### config.mk
export PLATFORM = sky130hd
export DESIGN_NAME = dkong3_snd_cmd_sched
export DESIGN_NICKNAME = d
export VERILOG_FILES = /design/src/rtl/dkong3_snd_cmd_sched.sv
export SDC_FILE = /design/constraint.sdc
export NUM_CORES = 1
export LEC_CHECK = 0
export CAP_MARGIN = 20
export CORE_MARGIN = 8
export CORE_UTILIZATION = 47
export CTS_BUF_LIST = sky130_fd_sc_hd__clkbuf_8
export DETAILED_ROUTE_END_ITERATION = 8
export PLACE_DENSITY = 0.87
export SLEW_MARGIN = 20
export SYNTH_ARGS = -nofsm -noshare
export SYNTH_HDL_FRONTEND = slang
export SYNTH_SLANG_ARGS = --single-unit
### constraint.sdc
create_clock -name I_SUBCLK -period 2.4 [get_ports I_SUBCLK]
set_input_delay 0.72 -clock I_SUBCLK [delete_from_list [all_inputs] [get_ports I_SUBCLK]]
set_output_delay 0.72 -clock I_SUBCLK [all_outputs]
set_load 0.01 [all_outputs]
### src/rtl/dkong3_snd_cmd_sched.sv
// dkong3_snd_cmd_sched
// Queues command bytes from the main CPU and hands them to two sub CPUs.
// Each hand-off loads a presentation register and pulses the sub CPU's NMI.
// The scheduler then waits for the sub CPU to read the byte (I_ACK), or for
// a timeout to expire.
//
// Scheduler A serves ports 0/1 and drives O_SUB1_NMIn.
// Scheduler B serves port 2 and drives O_SUB2_NMIn.
//
// Build option: DKONG3_SND_CMD_FIFO_EN
//   defined   -> each port has a FIFO_DEPTH-entry queue; the scheduler runs
//                IDLE -> LOAD -> NMI -> WAIT_ACK.
//   undefined -> no queues. A write lands in the presentation register on
//                the next edge and starts IDLE -> NMI. A write while the
//                byte is still pending overwrites it without a new NMI.
//                O_FULL and O_OVF read 0.
//
// Ports
//   I_SUBCLK      clock, rising edge
//   I_SUB_RESETn  synchronous active-low reset
//   I_CPU_CE      sub-CPU clock-enable tick; times the NMI width and the timeout
//   I_WR/I_PORT/I_DATA  command write strobe, target port (3 ignored), byte
//   I_ACK[2:0]    per-port read acknowledge
//   O_SUB1INP0/O_SUB1INP1/O_SUB2INP  presented command bytes
//   O_SUB1_NMIn/O_SUB2_NMIn          active-low NMI pulses
//   O_FULL[2:0]/O_OVF[2:0]           queue full / sticky overflow per port
module dkong3_snd_cmd_sched #(
  parameter int unsigned FIFO_DEPTH  = 4,
  parameter int unsigned NMI_LEN     = 4,
  parameter int unsigned ACK_TIMEOUT = 255
) (
  input  logic       I_SUBCLK,
  input  logic       I_SUB_RESETn,
  input  logic       I_CPU_CE,
  input  logic       I_WR,
  input  logic [1:0] I_PORT,
  input  logic [7:0] I_DATA,
  input  logic [2:0] I_ACK,
  output logic [7:0] O_SUB1INP0,
  output logic [7:0] O_SUB1INP1,
  output logic [7:0] O_SUB2INP,
  output logic       O_SUB1_NMIn,
  output logic       O_SUB2_NMIn,
  output logic [2:0] O_FULL,
  output logic [2:0] O_OVF
);

  localparam int unsigned NPORT  = 3;
  localparam int unsigned NSCHED = 2;
  localparam int unsigned TO_W   = $clog2(ACK_TIMEOUT + 1);
  localparam int unsigned CNT_W  = (TO_W > 4) ? TO_W : 4;
  localparam logic [CNT_W-1:0] NMI_LAST = CNT_W'(NMI_LEN - 1);
  localparam logic [CNT_W-1:0] TO_LAST  = CNT_W'(ACK_TIMEOUT - 1);

  typedef enum logic [1:0] {IDLE, LOAD, NMI, WAIT_ACK} state_t;

  // Scheduler that owns port n.
  function automatic int owner(input int n);
    return (n == 2) ? 1 : 0;
  endfunction

  // Ports owned by scheduler s.
  function automatic logic [2:0] own_mask(input int s);
    return (s == 1) ? 3'b100 : 3'b011;
  endfunction

  state_t            state   [NSCHED];
  logic [CNT_W-1:0]  cnt     [NSCHED];
  logic [NSCHED-1:0] nmin;
  logic [NPORT-1:0]  pending;
  logic [7:0]        out_reg [NPORT];

  logic [NPORT-1:0]  wr_hit_c;
  logic [NPORT-1:0]  ack_left_c;
  logic [NSCHED-1:0] timeout_c;
  logic [NSCHED-1:0] done_c;

  // Decode the write strobe per port; port 3 matches nothing.
  always_comb begin
    wr_hit_c = '0;
    for (int n = 0; n < NPORT; n++) wr_hit_c[n] = I_WR && (I_PORT == 2'(n));
  end

`ifdef DKONG3_SND_CMD_FIFO_EN
  localparam int unsigned PTR_W = $clog2(FIFO_DEPTH);
  localparam int unsigned CW    = $clog2(FIFO_DEPTH) + 1;
  localparam logic [CW-1:0] DEPTH_C = CW'(FIFO_DEPTH);

  logic [7:0]       mem   [NPORT][FIFO_DEPTH];
  logic [PTR_W-1:0] wptr  [NPORT];
  logic [PTR_W-1:0] rptr  [NPORT];
  logic [CW-1:0]    count [NPORT];
  logic [NPORT-1:0] full_q, ovf_q;

  logic [NPORT-1:0] nonempty_c, pop_c, push_c, drop_c;
  logic [CW-1:0]    count_next_c [NPORT];

  // A full queue still accepts a write when the same cycle pops it.
  always_comb begin
    nonempty_c = '0;
    pop_c      = '0;
    push_c     = '0;
    drop_c     = '0;
    for (int n = 0; n < NPORT; n++) begin
      nonempty_c[n]   = (count[n] != '0);
      pop_c[n]        = nonempty_c[n] && (state[owner(n)] == LOAD);
      push_c[n]       = wr_hit_c[n] && ((count[n] != DEPTH_C) || pop_c[n]);
      drop_c[n]       = wr_hit_c[n] && !push_c[n];
      count_next_c[n] = count[n] + CW'(push_c[n]) - CW'(pop_c[n]);
    end
  end

  // Queue storage; the pointers and counts define what is valid.
  always_ff @(posedge I_SUBCLK) begin
    for (int n = 0; n < NPORT; n++)
      if (push_c[n]) mem[n][wptr[n]] <= I_DATA;
  end

  // Pointers wrap naturally because FIFO_DEPTH is a power of two.
  always_ff @(posedge I_SUBCLK) begin
    if (!I_SUB_RESETn) begin
      for (int n = 0; n < NPORT; n++) begin
        wptr[n]  <= '0;
        rptr[n]  <= '0;
        count[n] <= '0;
      end
      full_q <= '0;
      ovf_q  <= '0;
    end else begin
      for (int n = 0; n < NPORT; n++) begin
        if (push_c[n]) wptr[n] <= wptr[n] + PTR_W'(1);
        if (pop_c[n])  rptr[n] <= rptr[n] + PTR_W'(1);
        count[n]  <= count_next_c[n];
        full_q[n] <= (count_next_c[n] == DEPTH_C);
        if (drop_c[n]) ovf_q[n] <= 1'b1;
      end
    end
  end

  assign O_FULL = full_q;
  assign O_OVF  = ovf_q;
`else
  assign O_FULL = '0;
  assign O_OVF  = '0;
`endif

  // Acks apply before any state change. In the queue-less build a fresh
  // write re-arms its port's pending bit.
  always_comb begin
    ack_left_c = pending & ~I_ACK;
`ifndef DKONG3_SND_CMD_FIFO_EN
    ack_left_c = ack_left_c | wr_hit_c;
`endif
    timeout_c = '0;
    done_c    = '1;
    for (int s = 0; s < NSCHED; s++)
      timeout_c[s] = I_CPU_CE && (cnt[s] == TO_LAST);
    for (int n = 0; n < NPORT; n++)
      if (ack_left_c[n]) done_c[owner(n)] = 1'b0;
  end

  // Both schedulers; cnt counts NMI ticks in NMI and timeout ticks in WAIT_ACK.
  always_ff @(posedge I_SUBCLK) begin
    if (!I_SUB_RESETn) begin
      for (int s = 0; s < NSCHED; s++) begin
        state[s] <= IDLE;
        cnt[s]   <= '0;
      end
      nmin    <= '1;
      pending <= '0;
      for (int n = 0; n < NPORT; n++) out_reg[n] <= '0;
    end else begin
      for (int s = 0; s < NSCHED; s++) begin
        case (state[s])
          IDLE: begin
`ifdef DKONG3_SND_CMD_FIFO_EN
            if (|(nonempty_c & own_mask(s))) state[s] <= LOAD;
`else
            if (|((wr_hit_c | pending) & own_mask(s))) begin
              state[s] <= NMI;
              nmin[s]  <= 1'b0;
              cnt[s]   <= '0;
            end
`endif
          end
          LOAD: begin
`ifdef DKONG3_SND_CMD_FIFO_EN
            for (int n = 0; n < NPORT; n++)
              if (owner(n) == s && nonempty_c[n]) begin
                out_reg[n] <= mem[n][rptr[n]];
                pending[n] <= 1'b1;
              end
`endif
            state[s] <= NMI;
            nmin[s]  <= 1'b0;
            cnt[s]   <= '0;
          end
          NMI: begin
            if (I_CPU_CE) begin
              if (cnt[s] == NMI_LAST) begin
                nmin[s]  <= 1'b1;
                state[s] <= WAIT_ACK;
                cnt[s]   <= '0;
              end else begin
                cnt[s] <= cnt[s] + CNT_W'(1);
              end
            end
          end
          WAIT_ACK: begin
            for (int n = 0; n < NPORT; n++)
              if (owner(n) == s) pending[n] <= ack_left_c[n] && !timeout_c[s];
            if (timeout_c[s] || done_c[s]) begin
              state[s] <= IDLE;
              cnt[s]   <= '0;
            end else if (I_CPU_CE) begin
              cnt[s] <= cnt[s] + CNT_W'(1);
            end
          end
          default: state[s] <= IDLE;
        endcase
      end
`ifndef DKONG3_SND_CMD_FIFO_EN
      // Direct write; placed last so it wins over the scheduler's pending update.
      for (int n = 0; n < NPORT; n++)
        if (wr_hit_c[n]) begin
          out_reg[n] <= I_DATA;
          pending[n] <= 1'b1;
        end
`endif
    end
  end

  assign O_SUB1INP0  = out_reg[0];
  assign O_SUB1INP1  = out_reg[1];
  assign O_SUB2INP   = out_reg[2];
  assign O_SUB1_NMIn = nmin[0];
  assign O_SUB2_NMIn = nmin[1];

endmodule

* Yosys cells after proc, flatten, opt, wreduce, memory -nomap -nowiden
Memories as Yosys holds them, arrays and structs flattened. Cells that the tools add are included.
Storage, ports and cells: output and inout bits 32, memories kept 3, bits in writable memories 44, memory bits (read-only) 0, bits in latches 0, bits of input ports 17, flip-flop bits (word level) 5
Memories:
- out_reg | words 3, bits a word 8, rd ports 3, clocked after Yosys merged registers in 0, write ports 3, line 71 | logic [7:0] out_reg [NPORT];
- cnt | words 2, bits a word 8, rd ports 2, clocked after Yosys merged registers in 0, write ports 2, line 68 | logic [CNT_W-1:0] cnt [NSCHED];
- state | words 2, bits a word 2, rd ports 2, clocked after Yosys merged registers in 0, write ports 2, line 67 | state_t state [NSCHED];
Cells by class: mux-type cells 100, reductions and logical operators 23, $lt $le $gt $ge 0, add/sub/neg operators 2, bitwise operators 27, $mul 0, shift operators 0, equality and inequality tests 18, divide/modulo/power cells 0
Operator list (number):
- $mux W8 | 15
- $mux W1 | 74
- $or A1 B1 Y1 | 23
- $mux W2 | 9
- $add A8 B1 Y8 const B | 2
- $eq A8 B2 Y1 const B | 2
- $eq A8 B8 Y1 const B | 2
- $ne A2 B2 Y1 const B | 6
- $eq A2 B2 Y1 const B | 5
- $logic_and A1 B1 Y1 | 8
- $reduce_and A4 Y1 | 2
- $eq A2 B1 Y1 const B | 3
- $logic_not A2 Y1 | 3
- $or A3 B3 Y3 | 2
- $pmux W1 S3 | 2
- $reduce_bool A2 Y1 | 3
- $reduce_bool A3 Y1 | 2
- $and A3 B3 Y3 | 1
- $not A3 Y3 | 1
- $logic_not A1 Y1 | 2
- $logic_or A1 B1 Y1 | 2
- $reduce_or A2 Y1 | 1

* Depth between registers and ports, before layout
Gate-level depths: netlist of the first run.
depth after elaboration 14, gate-level depth with buffers 7, mapped depth without buffers 7

* Worst setup path after synthesis of the first run
No wires, ideal clock.
path type input port to flip-flop, start input I_CPU_CE, end memory cnt[0][0] (netlist bit) (enable), data arrival time 1945 ps, cell stages on the path 5, required time 2023 ps, path buffers 1, setup slack 78 ps, library setup time 377 ps, path through and4_1 > a32o_1 > o22a_1 > buf_2 > o2111ai_1
RTL lines:
- from (decl) | line 34 | input logic I_CPU_CE,
- to (decl) | line 68

==> Flow_metrics.wiki, run 1 <==
{| class="wikitable"
! Metric !! Value
|-
| Post-layout net count || ~270
|-
| CTS H-tree depth || 2
|-
| Nature of the critical path endpoint || flip-flop
|-
| Final Skew || 8.71 ps
|-
| Area of the core region || roughly 4700 µm²
|-
| Post-synthesis xor/xnor area fraction || 0.0418
|-
| Count of mapped cells out of synthesis || 190
|-
| Static Leakage || about 1.1 nW
|-
| Wire length of the first global-routing pass || 8060 µm
|-
| Max Clk Rate || around 0.44 GHz
|-
| Initial antenna violation count || 0
|-
| Fin Hold WS || roughly 500 ps
|-
| Adder-cell share of the synthesized area || 0.0217
|-
| RePlAce Congestion || around 0.83
|-
| Kind of start point of the critical path || primary input
|-
| Hold bufs inserted after CTS || 0
|-
| Post-synth EDFFs || 44
|-
| Synthesized flop and latch total || slightly below 50
|-
| Site row count || 25
|-
| Commonest cells post-synth || sky130_fd_sc_hd__edfxtp_1, sky130_fd_sc_hd__nor2_1, sky130_fd_sc_hd__nand2_1
|-
| Total track usage || 0.138
|-
| Routed Wire Length || 4930 µm
|-
| Number of synthesis warnings || 0
|-
| Final ANT Viol Nets || 0
|-
| Wire length per cell || about 15 µm
|-
| DPL Wire Length || roughly 3800 µm
|-
| Critical path start-end classification || primary input to flip-flop
|-
| Clock-pin transition on the worst setup and hold timing paths || around 80 ps
|-
| Post-synth top area share || 0.573
|-
| Drt via density || between 5 and 6
|-
| Post-synthesis mux area share || 0
|-
| Share of flip-flops with an asynchronous set or reset || 0
|-
| Max reg flops || 24
|-
| Clk sink count || slightly below 50
|-
| Maximum vdd drop || a little under 300 µV
|-
| Count of final max-slew check failures || 0
|-
| Power after layout || 0.00202 W
|-
| Clock network latency to the later pin of the worst-skew pair || approximately 300 ps
|-
| Number of unique standard cell types used by synthesis || 46
|-
| Pin slew with the least headroom to its limit || approximately 540 ps
|-
| Clock buffer count from CTS || 5
|-
| Sequential Area || 1420 µm²
|-
| Final hold vios || 0
|-
| TritonCTS clock tree || yes
|-
| Status || finished clean
|-
| Main combinational cell family by area after synthesis || simple AND/OR/NAND/NOR gates
|-
| Post-CTS Setup Repair Bufs || 0
|-
| Setup repair after global routing missed its margin || false
|-
| Share of layout cells above drive strength 1 || 0.134
|-
| Worst endpoint data arrival time || roughly 2300 ps
|-
| Path type of the worst min-delay path || flip-flop to flip-flop
|-
| Sum of negative setup slack || 0 ps
|-
| Detailed Routing Iterations Pass 1 || 4
|-
| Post-CTS sizing || 0
|-
| Antenna diode count || 0
|-
| Minimum setup slack in the final design || around 120 ps
|-
| Die Outline Area || between 7000 and 8000 µm²
|-
| Dominant register cell in the synthesized netlist || sky130_fd_sc_hd__edfxtp_1
|-
| Maximum fanout count along the critical path || 8
|-
| Area growth, synth to finish || 31.1%
|-
| Count of placed standard cells in the final layout, fillers left out || 320
|-
| Number of global-route vias before repair || around 1700
|-
| Part of the Yosys area used for sequential elements || 0.617
|-
| Area fraction in compound gates after synthesis || 0.0744
|-
| Clock Root Buffer || sky130_fd_sc_hd__clkbuf_8
|-
| Mapped Avg Cell Area || 12.1 µm²
|-
| Area of the multi-input gates || ~810 µm²
|-
| Via count || ~1700
|-
| Cells along the critical path || clkdlybuf4s50_1 -> nor2b_1 -> or4_1 -> a32oi_1 -> o2111ai_1 -> buf_4
|-
| Slowest CP cell || sky130_fd_sc_hd__clkdlybuf4s50_1
|-
| Main area contributors after synthesis || sky130_fd_sc_hd__edfxtp_1, sky130_fd_sc_hd__dfxtp_1, sky130_fd_sc_hd__and2_1, sky130_fd_sc_hd__xor2_1, sky130_fd_sc_hd__nand3_1
|-
| Syn Std Cell Area || ~2300 µm²
|-
| Post-placement worst setup slack || -170 ps
|-
| Fraction of the cycle the final worst path needs || 0.949
|-
| Instance count after placement with tap cells included || between 300 and 400
|-
| Longest individual stage delay on the worst path || approximately 510 ps
|-
| Effective utilization at floorplan || 0.488
|-
| Most area-hungry cell type in the Yosys netlist || sky130_fd_sc_hd__edfxtp_1
|-
| Rel. slew slack || 0.640
|-
| Count of final setup violators || 0
|-
| Worst path required time || about 2500 ps
|-
| Die width || between 80 and 90 µm
|-
| Filler cell count in the final layout || approximately 340
|-
| Total power divided by cell area || between 600 and 700 nW/µm²
|-
| Max-cap viol count || 0
|-
| Post-synthesis share of cell area spent on and, or, nand and nor gates || 0.205
|-
| Top Ports || between 40 and 50
|-
| GRT Residual Overflow || 0
|-
| Internal reg-to-reg setup slack || ~370 ps
|-
| Buffers added on ports || 42
|-
| Minimum clock period after layout || 2280 ps
|-
| Most common cell in the synthesized netlist || sky130_fd_sc_hd__edfxtp_1
|-
| Number of design rule violations left after detail routing || 0
|-
| Pin count of the biggest net entering global routing || 16
|-
| Longest Clk Path Bufs || 2
|-
| First-iteration detailed-routing DRC count || between 60 and 70
|-
| Die height || 86.0 µm
|}
==> cells by family after synthesis <==
family	Yosys count
adders and majority gates	4
and+or+nand+nor	84
DFF	49
buffers and inverters	17
other	1
AOI/OAI and AO/OA	24
xor gates and xnor gates	11
==> metal layers <==
layer | GRT usage | wire length (µm) | vias up
met5 | 0 | 0 | -
met4 | 0.0637 | 89 | 0
met3 | 0.0420 | 390 | 8
met2 | 0.239 | 2370 | 57
met1 | 0.151 | 2080 | 795
li1 | - | - | 815
==> layout by cell type (no fill, tap or decap), types with 2 or more instances in the layout <==
cell / instances
sky130_fd_sc_hd__xor2_1: 7
sky130_fd_sc_hd__and4_1: 3
sky130_fd_sc_hd__conb_1: 6
sky130_fd_sc_hd__and2_1: 10
sky130_fd_sc_hd__edfxtp_1: 44
sky130_fd_sc_hd__nand2b_1: 8
sky130_fd_sc_hd__buf_4: 17
sky130_fd_sc_hd__nand2_1: 12
sky130_fd_sc_hd__xnor2_1: 4
sky130_fd_sc_hd__dfxtp_1: 5
sky130_fd_sc_hd__nand4b_1: 2
sky130_fd_sc_hd__clkbuf_8: 5
sky130_fd_sc_hd__a21oi_1: 6
sky130_fd_sc_hd__clkdlybuf4s50_1: 42
sky130_fd_sc_hd__nand4_1: 4
sky130_fd_sc_hd__nor2_1: 14
sky130_fd_sc_hd__nand3_1: 11
sky130_fd_sc_hd__inv_1: 7
sky130_fd_sc_hd__ha_1: 4
sky130_fd_sc_hd__and3_1: 2
sky130_fd_sc_hd__clkinv_2: 2
sky130_fd_sc_hd__o21ai_0: 3
sky130_fd_sc_hd__a21boi_0: 3
sky130_fd_sc_hd__nor3_1: 9
==> worst paths after layout <==
check                          startpoint                      end  cells past startpoint
hold reg to reg      nmin[1]$_SDFFE_PN1P_     nmin[1]$_SDFFE_PN1P_                      2
hold / removal       nmin[1]$_SDFFE_PN1P_     nmin[1]$_SDFFE_PN1P_                      2
setup / recovery                I_PORT[1]  cnt[0][0]$_SDFFCE_PN0P_                      6
setup reg to reg  cnt[0][0]$_SDFFCE_PN0P_  cnt[0][0]$_SDFFCE_PN0P_                      7
==> where the power goes <==
part | internal, W | leakage [nW] | total (W) | switching, W
logic | 0.000189 | 0.553 | 0.000352 | 0.000163
clock network | 0.000305 | 0.0593 | 0.000560 | 0.000255
registers | 0.00103 | 0.496 | 0.00111 | 0.0000766
total | 0.00153 | 1.11 | 0.00202 | 0.000494
==> critical path: cells and delay by family <==
kind,cells,cell delay [ps]
and+or+nand+nor,2,500
AOI/OAI and AO/OA,2,410
buffers and inverters,2,700
==> area by class of cell <==
type / instances / area share
multi-input combinational: 129 / 0.269
clock buffer: 5 / 0.0228
clock inverter: 3 / 0.0128
timing repair buffer: 60 / 0.188
inverter: 7 / 0.00911
sequential: 49 / 0.471
tap: 67 / 0.0278
==> through the flow <==
stage,instance area [µm²],utilization
after floorplan,2320,-
after global placement,2910,0.617
after detailed placement,2910,0.617
after CTS,3020,0.639
after global routing,3020,0.639
final,3020,0.639
Power figures use the tool's default switching activity.
==> run 2, diff against run 1 <==
Settings changed: CORE_MARGIN 8 to 2.
==> Flow_metrics.wiki, run 2 (synthesis results as in run 1) <==
{| class="wikitable"
! Metric !! Value
|-
| Status || finished clean
|-
| Worst flop-to-flop path startpoint || cnt[0][0]$_SDFFCE_PN0P_
|-
| GR Layer Usage met2 || 0.313
|-
| Wire length of the first global-routing pass || roughly 7300 µm
|-
| Filler cell count in the final layout || 348
|-
| Max reg flops || 24
|-
| RePlAce Congestion || 0.860
|-
| Share of total power in the clock network || 0.285
|-
| Final hold vios || 0
|-
| Final Skew || a little under 4 ps
|-
| Maximum vdd drop || roughly 250 µV
|-
| Part of the total power dissipated in combinational logic || 0.171
|-
| Routed Wire Length || ~4700 µm
|-
| Instance count after placement with tap cells included || 311
|-
| Count of final max-slew check failures || 0
|-
| Area of the core region || 4720 µm²
|-
| Clk sink count || 49
|-
| Sequential Area || roughly 1400 µm²
|-
| GRT Residual Overflow || 0
|-
| Pin count of the biggest net entering global routing || 16
|-
| Effective utilization at floorplan || 0.488
|-
| Clock Root Buffer || sky130_fd_sc_hd__clkbuf_8
|-
| Clock buffer count from CTS || 5
|-
| Area growth, synth to finish || 30.8%
|-
| Top Ports || between 40 and 50
|-
| Die height || about 74 µm
|-
| Antenna diode count || 0
|-
| DPL Wire Length || 3340 µm
|-
| Worst path required time || ~2500 ps
|-
| Clock-pin transition on the worst setup and hold timing paths || about 80 ps
|-
| Met1 track demand over resource in global routing || 0.196
|-
| Die width || ~74 µm
|-
| Pin slew with the least headroom to its limit || ~500 ps
|-
| Hold Path Origin || nmin[1]$_SDFFE_PN1P_
|-
| Number of global-route vias before repair || about 1600
|-
| Placed cell areas || roughly 2900 µm²
|-
| Initial antenna violation count || 0
|-
| Site row count || 25
|-
| Highest-count cells in the layout ignoring fill and taps || sky130_fd_sc_hd__edfxtp_1, sky130_fd_sc_hd__clkdlybuf4s50_1, sky130_fd_sc_hd__buf_4, sky130_fd_sc_hd__nor2_1, sky130_fd_sc_hd__nand2_1
|-
| Launching instance or port of the critical path || I_PORT[1]
|-
| Fraction of the cycle the final worst path needs || 0.952
|-
| First-iteration detailed-routing DRC count || 98
|-
| Global-route layer with the greatest usage || met2
|-
| Max Clk Rate || between 0.4 and 0.5 GHz
|-
| Critical path start-end classification || primary input to flip-flop
|-
| Clock network latency to the later pin of the worst-skew pair || 300 ps
|-
| Utilization of the core after routing || 0.638
|-
| Internal || 0.00153 W
|-
| Total power divided by cell area || approximately 670 nW/µm²
|-
| Drt via density || 5.34
|-
| CTS H-tree depth || 2
|-
| Number of design rule violations left after detail routing || 0
|-
| Via count || 1703
|-
| Worst endpoint data arrival time || about 2400 ps
|-
| Minimum clock period after layout || roughly 2300 ps
|-
| Fin Hold WS || about 510 ps
|-
| Setup repair after global routing missed its margin || false
|-
| Count of final setup violators || 0
|-
| Static Leakage || 1.10 nW
|-
| Wire length per cell || around 15 µm
|-
| Total track usage || 0.176
|-
| Final design instance area without fill || 3020 µm²
|-
| Post-placement worst setup slack || -187 ps
|-
| Path type of the worst min-delay path || flip-flop to flip-flop
|-
| Post-layout net count || approximately 270
|-
| Rel. slew slack || 0.666
|-
| Maximum fanout count along the critical path || 8
|-
| Share of layout cells above drive strength 1 || 0.131
|-
| Max-cap viol count || 0
|-
| Detailed Routing Iterations Pass 1 || 4
|-
| Switching Power || 0.000508 W
|-
| Count of placed standard cells in the final layout, fillers left out || between 300 and 400
|-
| Switching Fraction || 0.250
|-
| Sequential share of power || 0.544
|-
| Minimum setup slack in the final design || about 110 ps
|-
| Nature of the critical path endpoint || flip-flop
|-
| Post-CTS Setup Repair Bufs || 0
|-
| Kind of start point of the critical path || primary input
|-
| Hold bufs inserted after CTS || 0
|-
| Post-CTS sizing || 0
|-
| Leading cell type in the layout, fill and taps excluded || sky130_fd_sc_hd__edfxtp_1
|-
| TritonCTS clock tree || yes
|-
| Die Outline Area || about 5500 µm²
|-
| Area of the multi-input gates || 812 µm²
|-
| GR Util met3 || 0.0447
|-
| Longest Clk Path Bufs || 2
|-
| Buffers added on ports || 42
|-
| Final ANT Viol Nets || 0
|}
-- run 2: changes by cell type in the layout (fill, tap and decap cells not counted) --
cell	before	now
sky130_fd_sc_hd__clkinv_2	2	1
sky130_fd_sc_hd__inv_1	7	6
sky130_fd_sc_hd__buf_4	17	16
sky130_fd_sc_hd__clkinv_1	0	1
sky130_fd_sc_hd__clkinvlp_4	0	1
-- run 2: through the flow --
stage	power, W	TNS, ps
6_report	0.00203	0
5_1_grt	0.00212	0
4_1_cts	0.00204	0
3_5_place_dp	0.00147	-2680
3_3_place_gp	0.00146	-1980
2_1_floorplan	0.00129	0
-- run 2: power groups by stage --
stage | registers [W] | clock network, W | logic (W)
after global routing | 0.00112 | 0.000622 | 0.000379
after detailed placement | 0.00112 | 0 | 0.000346
after global placement | 0.00112 | 0 | 0.000338
final | 0.00111 | 0.000579 | 0.000348
after floorplan | 0.00112 | 0 | 0.000166
after CTS | 0.00111 | 0.000586 | 0.000349
-- run 2: path summary, 6_finish.rpt --
| check | slack (ps) | to | depth (start not counted) |
|---|---|---|---|
| worst max-delay path | 110 | cnt[0][7]$_SDFFCE_PN0P_ | 6 |
| worst min-delay path | 510 | nmin[1]$_SDFFE_PN1P_ | 2 |
| worst max register to register | 370 | cnt[0][7]$_SDFFCE_PN0P_ | 7 |
| worst min register to register | 510 | nmin[1]$_SDFFE_PN1P_ | 2 |
-- run 2: final cells by class --
class | count | share of cell area
multi-input combinational | 129 | 0.269
tap | 67 | 0.0278
sequential | 49 | 0.471
inverter | 7 | 0.00913
clock buffer | 5 | 0.0228
clock inverter | 3 | 0.0137
timing repair buffer | 59 | 0.186
-- run 2: worst max-delay path, cell delays in order --
cell	delay, ps
sky130_fd_sc_hd__clkdlybuf4s50_1	530
sky130_fd_sc_hd__nor2b_1	80
sky130_fd_sc_hd__or4_1	430
sky130_fd_sc_hd__a32oi_1	260
sky130_fd_sc_hd__o2111ai_1	150
sky130_fd_sc_hd__buf_4	190
-- run 2: layer usage --
layer	wire [µm]	up-vias
met3	317	7
li1	-	810
met4	76	0
met1	1940	819
met5	0	-
met2	2370	67
==> run 3, diff against run 2 <==
Settings changed: CELL_PAD_IN_SITES_DETAIL_PLACEMENT from default to 2, CELL_PAD_IN_SITES_GLOBAL_PLACEMENT from default to 2, CORE_UTILIZATION 47 to 31, PLACE_DENSITY 0.87 to 0.82, SLEW_MARGIN 20 to default.
==> Flow_metrics.wiki, run 3 (synthesis results as in run 1) <==
{| class="wikitable"
! Metric !! Value
|-
| Global-route layer with the greatest usage || met2
|-
| Total power divided by cell area || ~640 nW/µm²
|-
| Clk sink count || 49
|-
| Post-layout net count || ~280
|-
| Post-placement worst setup slack || -217 ps
|-
| GR Layer Usage met2 || 0.326
|-
| Nature of the critical path endpoint || flip-flop
|-
| GR Util met3 || 0.0344
|-
| Static Leakage || 1.12 nW
|-
| Clock Root Buffer || sky130_fd_sc_hd__clkbuf_8
|-
| Kind of start point of the critical path || primary input
|-
| Routed Wire Length || roughly 6600 µm
|-
| Count of buffer and inverter cells on the critical path || 2
|-
| Maximum vdd drop || ~190 µV
|-
| Count of final setup violators || 0
|-
| Launching instance or port of the critical path || I_WR
|-
| Status || finished clean
|-
| Pin slew with the least headroom to its limit || ~570 ps
|-
| Number of design rule violations left after detail routing || 0
|-
| Share of layout cells above drive strength 1 || 0.149
|-
| Final hold vios || 0
|-
| Worst endpoint data arrival time || 2400 ps
|-
| Family with the most delay on the worst path || buffers and inverters
|-
| Die height || 90.2 µm
|-
| Met1 track demand over resource in global routing || 0.199
|-
| Placed cell areas || about 3000 µm²
|-
| Final design instance area without fill || 3080 µm²
|-
| Path depth of the worst reg2reg path || 7
|-
| First-iteration detailed-routing DRC count || 113
|-
| Clock-pin transition on the worst setup and hold timing paths || roughly 90 ps
|-
| Minimum clock period after layout || roughly 2300 ps
|-
| Final Skew || 9.43 ps
|-
| Leading cell type in the layout, fill and taps excluded || sky130_fd_sc_hd__edfxtp_1
|-
| Wire length of the first global-routing pass || between 10000 and 15000 µm
|-
| Slowest CP cell || sky130_fd_sc_hd__clkdlybuf4s50_1
|-
| Effective utilization at floorplan || 0.319
|-
| Highest-count cells in the layout ignoring fill and taps || sky130_fd_sc_hd__edfxtp_1, sky130_fd_sc_hd__clkdlybuf4s50_1, sky130_fd_sc_hd__buf_4, sky130_fd_sc_hd__nor2_1, sky130_fd_sc_hd__nand2_1
|-
| Clock buffer count from CTS || 5
|-
| Initial antenna violation count || 0
|-
| Via count || around 1700
|-
| Internal reg-to-reg setup slack || about 360 ps
|-
| Count of final max-slew check failures || 0
|-
| Rel. slew slack || 0.622
|-
| Final ANT Viol Nets || 0
|-
| Max Clk Rate || roughly 0.43 GHz
|-
| Utilization of the core after routing || 0.427
|-
| Number of global-route vias before repair || about 1900
|-
| Power after layout || 0.00196 W
|-
| Worst path required time || 2470 ps
|-
| Site row count || 31
|-
| Worst flop-to-flop path startpoint || cnt[0][0]$_SDFFCE_PN0P_
|-
| Area of the core region || around 7000 µm²
|-
| Wire length per cell || between 15 and 20 µm
|-
| Clock network latency to the later pin of the worst-skew pair || 300 ps
|-
| Die Outline Area || 8140 µm²
|-
| Detailed Routing Iterations Pass 1 || 4
|-
| Die width || 90.2 µm
|-
| Maximum fanout count along the critical path || 8
|-
| Total track usage || 0.172
|-
| Max-cap viol count || 0
|-
| Hold Path Origin || nmin[1]$_SDFFE_PN1P_
|-
| Max reg flops || 24
|-
| Capture endpoint of the worst hold path || nmin[1]$_SDFFE_PN1P_
|-
| Buffers added on ports || 42
|-
| Longest Clk Path Bufs || 2
|-
| Antenna diode count || 0
|-
| Drt via density || 4.90
|-
| Pin count of the biggest net entering global routing || 15
|-
| Number of instances on the worst hold path || 2
|-
| Fraction of the cycle the final worst path needs || 0.972
|-
| RePlAce Congestion || roughly 0.75
|-
| Longest individual stage delay on the worst path || about 450 ps
|-
| GRT Residual Overflow || 0
|-
| Minimum setup slack in the final design || 67.3 ps
|-
| TritonCTS clock tree || yes
|-
| DPL Wire Length || roughly 5000 µm
|-
| Filler cell count in the final layout || roughly 740
|-
| Area growth, synth to finish || 33.6%
|-
| Top Ports || 49
|-
| End of the worst register-to-register path || cnt[0][4]$_SDFFCE_PN0P_
|-
| Critical path start-end classification || primary input to flip-flop
|-
| CTS H-tree depth || 2
|-
| Cells along the critical path || clkdlybuf4s50_1 -> nor2b_1 -> or4_4 -> a32oi_2 -> o2111ai_1 -> buf_4
|-
| Path type of the worst min-delay path || flip-flop to flip-flop
|}
-- run 3: worst max path at each step --
stage                                            to  cells after the start
after global placement      cnt[0][6]$_SDFFCE_PN0P_                      6
after detailed placement    cnt[0][4]$_SDFFCE_PN0P_                      6
final                       cnt[0][4]$_SDFFCE_PN0P_                      6
after floorplan             cnt[0][0]$_SDFFCE_PN0P_                      5
after global routing      state[1][0]$_SDFFCE_PP0P_                      7
after CTS                   cnt[0][4]$_SDFFCE_PN0P_                      6
-- run 3: layer usage --
metal,vias to the layer above,share of wire
met3,9,0.038
met5,-,0
met4,0,0.013
met1,857,0.41
met2,55,0.54
li1,812,-
-- run 3: worst reg2reg max path: stages, from the launching register on --
cell,delay [ps]
sky130_fd_sc_hd__edfxtp_1,460
sky130_fd_sc_hd__inv_1,70
sky130_fd_sc_hd__ha_1,190
sky130_fd_sc_hd__and4_1,220
sky130_fd_sc_hd__a32o_1,230
sky130_fd_sc_hd__o22a_1,200
sky130_fd_sc_hd__o2111ai_1,190
sky130_fd_sc_hd__buf_4,200
-- run 3: layout make-up --
| class | instances | area (µm²) | area share |
|---|---|---|---|
| repair buffers | 62 | 583 | 0.189 |
| multi-input cells | 129 | 841 | 0.273 |
| inverters | 7 | 27.5 | 0.00894 |
| clock inverters | 3 | 12.5 | 0.00407 |
| flip-flops and latches | 49 | 1420 | 0.462 |
| clock buffers | 5 | 68.8 | 0.0224 |
| well taps | 99 | 124 | 0.0402 |
-- run 3: repair_timing --
action	CTS	global route
gates resized for setup	1	3
endpoints found under the setup margin	8	13
pin swaps	0	2
hold buffers	0	0
setup buffers	0	1
-- run 3: through the flow --
step           instances  hold slack, ps  setup TNS [ps]
2_1_floorplan        195             466               0
3_3_place_gp         345             469           -3720
3_5_place_dp         345             480           -5560
4_1_cts              353             505               0
5_1_grt              354             556           -24.8
6_report             354             498               0
-- run 3: power by group --
part           total (W)  internal [W]  switching [W]
Clock           0.000470      0.000197       0.000273
Combinational   0.000379      0.000196       0.000183
Sequential       0.00112       0.00103      0.0000834
Total            0.00196       0.00142       0.000539
